$ cat src/rtl/fsm_prob_b_pkg.sv
// Shared types for the fsm_prob_b control block: state encoding and output decode.
// Latency: n/a (types and a pure function only).
// Backpressure: n/a.
package fsm_prob_b_pkg;

  // Every 2-bit code is a legal state, so the FSM needs no recovery path.
  typedef enum logic [1:0] {
    A = 2'b00,
    B = 2'b01,
    C = 2'b10,
    D = 2'b11
  } state_t;

  // Moore output decode: {x,y} is the state code itself.
  function automatic logic [1:0] out_of(input state_t s);
    return logic'(s[1]) ? {1'b1, s[0]} : {1'b0, s[0]};
  endfunction

endpackage

$ cat src/rtl/fsm_prob_b.sv
// Four-state Moore FSM on inputs i/j; outputs {x,y} encode the current state.
// Latency: one clk edge from i/j to x/y; sync active-low reset forces state A (xy=00).
// Backpressure: none, accepts i/j every cycle. Build option FSM_PROB_B_REGOUT_EN
// drives x/y from dedicated flops loaded with the decode of next_state.
module fsm_prob_b
  import fsm_prob_b_pkg::*;
(
  input  logic clk,
  input  logic rstn,
  input  logic i,
  input  logic j,
  output logic x,
  output logic y
);

  state_t state;
  state_t next_state;

  // Next-state rules; within each state the first matching condition wins.
  always_comb begin
    next_state = state;
    case (state)
      A: begin
        if (i)      next_state = B;
        else if (j) next_state = C;
        else        next_state = A;
      end
      B: begin
        if (i)      next_state = C;
        else if (j) next_state = A;
        else        next_state = B;
      end
      C: begin
        if (j)      next_state = D;
        else if (i) next_state = A;
        else        next_state = C;
      end
      D: begin
        if (i)      next_state = A;
        else if (j) next_state = D;
        else        next_state = B;
      end
      default: next_state = A;
    endcase
  end

  // State register; reset takes priority over any input combination.
  always_ff @(posedge clk) begin
    if (!rstn) state <= A;
    else       state <= next_state;
  end

`ifdef FSM_PROB_B_REGOUT_EN
  logic [1:0] xy_q;

  // Output flops track the state register exactly, so x/y are glitch-free.
  always_ff @(posedge clk) begin
    if (!rstn) xy_q <= 2'b00;
    else       xy_q <= out_of(next_state);
  end

  assign {x, y} = xy_q;
`else
  // Plain combinational decode of the state register.
  always_comb begin
    {x, y} = out_of(state);
  end
`endif

endmodule

$ cat config.mk
export PLATFORM = sky130hd
export DESIGN_NAME = fsm_prob_b
export DESIGN_NICKNAME = d
export VERILOG_FILES = /design/src/rtl/fsm_prob_b_pkg.sv /design/src/rtl/fsm_prob_b.sv
export SDC_FILE = /design/constraint.sdc
export NUM_CORES = 1
export LEC_CHECK = 0
export BUFFER_PORTS_ARGS = -buffer_cell sky130_fd_sc_hd__buf_2
export CORE_AREA = 5 5 42 44
export DETAILED_ROUTE_END_ITERATION = 8
export DIE_AREA = 0 0 47 49
export PLACE_DENSITY = 0.35
export REMOVE_ABC_BUFFERS = 1
export SKIP_LAST_GASP = 1
export SLEW_MARGIN = 20
export SYNTH_ARGS = -nofsm -noshare
export SYNTH_HDL_FRONTEND = slang
export SYNTH_SLANG_ARGS = --single-unit
$ cat constraint.sdc
create_clock -name clk -period 0.9 [get_ports clk]
set_input_delay 0.045 -clock clk [delete_from_list [all_inputs] [get_ports clk]]
set_output_delay 0.045 -clock clk [all_outputs]
set_load 0.03 [all_outputs]
## Word-level counts from Yosys, hierarchy flattened

Index checks and enable logic that the tools add are counted.

- Bits of input ports: 4
- Logic and storage cells: 15
- Flip-flop bits (word level): 2
- Output and inout port bits: 2

- Reduce and logical (&&, ||, !) cells: 1
- Muxes and demuxes: 10
- Equal/unequal tests: 3

Operator list:

| operator | number |
|---|---|
| two-way mux 2 bit | 8 |
| one-hot mux 2 bit (4 select lines) | 1 |
| equality test 2 bit, second input constant | 2 |
| equality test 2 x 1 -> 1 bit, second input constant | 1 |
| zero test 2 bit | 1 |
| two-way mux 1 bit | 1 |

## Logic depth before layout (Yosys ltp)

- Word-level depth: 3
- Gate-level depth with buffers: 3
- Gate-level depth less buffers: 3

## Least setup slack after synthesis

OpenSTA, ideal clock, no wires.

- Path kind: reg2reg
- Start: register state[0]
- End: register state[1]
- Clock period less this slack: 1.078 ns
- Stages on the path, launching flop included: 3
- Required time: 0.780 ns
- Arrival: 0.958 ns
- Library setup time: 0.120 ns
- Buffers on the path: 0
- Slack: -0.178 ns
- Cell sequence: dfxtp_1 -> a21oi_1 -> o31a_1

- Longest elaborated chain between the ends: 2
- Elaborated cells on any way between the ends: 5
- Those cells by class: 3 x eq/ne; 1 x mux; 1 x reduce/logical

Ends and longest elaborated chain:

| element | line | source |
|---|---|---|
| start, declared | fsm_prob_b.sv:16 | `state_t state;` |
| start signal, assigned | fsm_prob_b.sv:50 | `else state <= next_state;` |
| equality test 2 bit, or another cell as far along | fsm_prob_b.sv:22 | `case (state)` |
| one-hot mux 2 bit (4 select lines) (*) | fsm_prob_b.sv:22 |  |

Mark *: on every way between the ends. The rest lies on a longest branch, timed or not.
A chain may end at the register's enable or synchronous reset.

## Worst setup path after layout

- Start: register state[0]
- End: output y

- Longest elaborated chain between the ends: 1

Ends and longest elaborated chain:

| element | line | source |
|---|---|---|
| two-way mux 2 bit | fsm_prob_b_pkg.sv:16 | `return logic'(s[1]) ? {1'b1, s[0]} : {1'b0, s[0]};` |
| end, declared | fsm_prob_b.sv:13 | `output logic y` |

Every way passes these cells.

==> results by group <==
Outcome
  • Outcome: finished clean

Power and ir drop
  • Combinational cell fraction of total power: between 20% and 30%
  • Sw Ratio: 27.1%
  • Clock network fraction of total power: 46.4%
  • Sequential power share: 27.9%
  • VDD IR max: around 0.00088 V
  • Pwr/cell area: approximately 2000 nW/um^2
  • Leakage: roughly 0.093 nW
  • Net switching power: ~0.00011 W
  • Cell internal pwr: between 0.0003 and 0.0004 W

Die
  • Die X: approximately 47 microns
  • Die H: a little under 50 microns
  • Die area: ~2300 sq um
  • Starting Density: around 7.7%
  • Core area: between 1000 and 1500 sq um
  • I/O Pins: 6
  • FP Rows: 14

Final layout
  • Layout cell share with drive strength beyond 1: roughly half
  • Nets@finish: 32
  • Top reg by flops: state
  • Ant diodes: 0
  • Fill count: 166
  • Max reg flops: 2
  • Area grow syn2layout: 93.0%
  • Largest registers: state x2
  • Finished Core Util: 14.8%

Min path
  • WHS Path Cells: 2
  • Hold path startpoint: rstn
  • Endpoint, Worst Hold: state[1]
  • Hold WC Path Type: input port to flop

Timing
  • Final setup violating endpoints: 0
  • RSZ-0062 raised after global routing: true
  • Pins Over Slew Limit: 0
  • Minimum clock period: approximately 870 ps
  • Total negative setup slack: 0 ps
  • Hold Vio Cnt, Final: 0
  • Hold_ws: roughly 57 ps
  • Worst-Margin Slew: around 160 ps
  • Final Worst Setup Slack: around 31 ps
  • Fmax: between 1 and 1.5 GHz
  • Final Cycle Share: between 90% and 100%
  • Slew headroom: approximately 90%
  • Clock Skew: approximately 2.3 ps

Drt
  • Antenna viol nets, final: 0
  • Routed length per placed instance: around 7.1 microns
  • Via/cell ratio: 3.05
  • DRC violations left: 0
  • 1st-iter DRT viols: 1
  • First-pass iteration count of the detailed router: 2
  • Final wirelength: 299 microns
  • Vias: around 130

CTS
  • Skew-Pair Late Insertion Delay: between 200 and 250 ps
  • CTS H-tree lvls: 1
  • Clock transition at path regs: ~30 ps
  • Clock root cell: clkbuf_4
  • Postcts setup bufs: 0
  • Num Clock Sinks: 2
  • TritonCTS buffer count: 3
  • TritonCTS clock tree: built
  • # hold bufs at CTS: 0
  • Clk buf depth: 2

Critical path
  • Worst Reg-to-Reg Cells: 3
  • Worst EP arrival: between 800 and 900 ps
  • Crit path required time: roughly 850 ps
  • CP max FO: 6
  • Worst path max stage delay: about 350 ps
  • FF-to-FF Start: state[1]
  • Crit path kind: flop to output port
  • Worst R2R End: state[1]
  • Reg2Reg Setup Slack: around 50 ps
  • CP endpoint kind: output port
  • CP Cell Sequence: buf_4 -> buf_6
  • Critical Path Start Type: flop
  • Crit-path slowest cell: dfxtp_4

GRT
  • Number of global-route vias before repair: about 130
  • Largest net degree at the start of global routing: 7
  • First-pass GRT wire length: 489 microns
  • Total GRT Usage: 3.44%
  • Initial antenna violation count: 0
  • Total gr overflow: 0

Yosys
  • Seq cells post-synth: 2
  • YS warnings: 0
  • Most frequent cell after synthesis: nand2_1
  • Largest cells by area after synthesis: dfxtp_1, nand2_1, a21oi_1
  • Mapped Area: roughly 110 sq um
  • Number of synthesized flops with an enable pin: 0
  • Commonest cells post-synth: nand2_1, a21oi_1, dfxtp_1
  • Yosys top cell by area: dfxtp_1
  • Mean Syn Cell Area: approximately 7 sq um
  • Post-Syn Instances: 15
  • Sequential fraction of the synthesis area: between 30% and 40%
  • Synth cell types: 11
  • Synth top area share: a little under two fifths
  • Share of flip-flops with an asynchronous set or reset: 0%
  • Ys flop type: dfxtp_1

Placement
  • GP Congestion: 0.581
  • DP Worst Slack: around 1.2 ps
  • Detailed placer's ending HPWL: 249 microns
  • PortBufs: 5

Job
  • Max_cap viols: 0
per-layer routing:
layer / track usage, % / part of all wire [%]
met5: 0 / 0
met4: 1.38 / 0
met3: 5.90 / 15
met1: 4.15 / 64
met2: 2.49 / 21
power groups by stage:
stage                     clock network [W]  registers, W  logic [W]
after floorplan                           0      0.000135  0.0000289
after global placement                    0      0.000114   0.000103
after detailed placement                  0      0.000115  0.0000998
after CTS                          0.000203      0.000115   0.000104
after global routing               0.000223      0.000118   0.000118
final                              0.000193      0.000116   0.000107
kinds of logic after synthesis:
group	after synthesis	share of synthesized area (%)
buffers and inverters	1	3.49
DFF	2	37.2
and+or+nand+nor	7	30.2
AOI/OAI and AO/OA	5	29.1
final cells by class:
class	instances	area (sq um)	share of cell area, %
multi-input cells	12	63.8	30.7
repair buffers	8	53.8	25.9
flip-flops and latches	2	43.8	21.1
clock buffers	3	22.5	10.8
well taps	16	20.0	9.64
inverters	1	3.75	1.81
layout by cell type (no fill, tap or decap), drive strengths merged:
cell type | netlist | routed
buf | 0 | 8
nand2 | 3 | 3
clkbuf | 0 | 3
a21oi | 2 | 2
dfxtp | 2 | 2
inv | 1 | 1
o211ai | 1 | 1
o21ai | 1 | 1
nand2b | 1 | 1
nor2 | 1 | 1
nor2b | 1 | 1
nor3 | 1 | 1
o31a | 1 | 1
critical path: cells and delay by family, from the launching register on:
family / cells / cell delay, ps
buf+inv: 2 / 260
flops: 1 / 350
through the flow:
stage | cells | total power, W | instance area, sq um
after CTS | 42 | 0.000422 | 201
after global placement | 39 | 0.000217 | 175
after global routing | 42 | 0.000459 | 208
after floorplan | 15 | 0.000164 | 108
final | 42 | 0.000417 | 208
after detailed placement | 39 | 0.000215 | 175
worst max path at each step:
stage / startpoint / end / slack, ps / depth (start not counted)
after global routing: state[1] / x / -8 / 1
after global placement: state[1] / state[1] / -5 / 3
after detailed placement: state[0] / state[1] / 1 / 2
final: state[0] / y / 30 / 2
after CTS: state[0] / y / 7 / 2
after floorplan: state[0] / state[1] / -180 / 2
repair_timing:
item                                    4_1_cts  5_1_grt
endpoints found under the setup margin        2        3
hold endpoints to repair                      0        0
gates cloned                                  0        0
gates resized for setup                       2        3
Note: power is estimated with default switching activity, not from simulation.
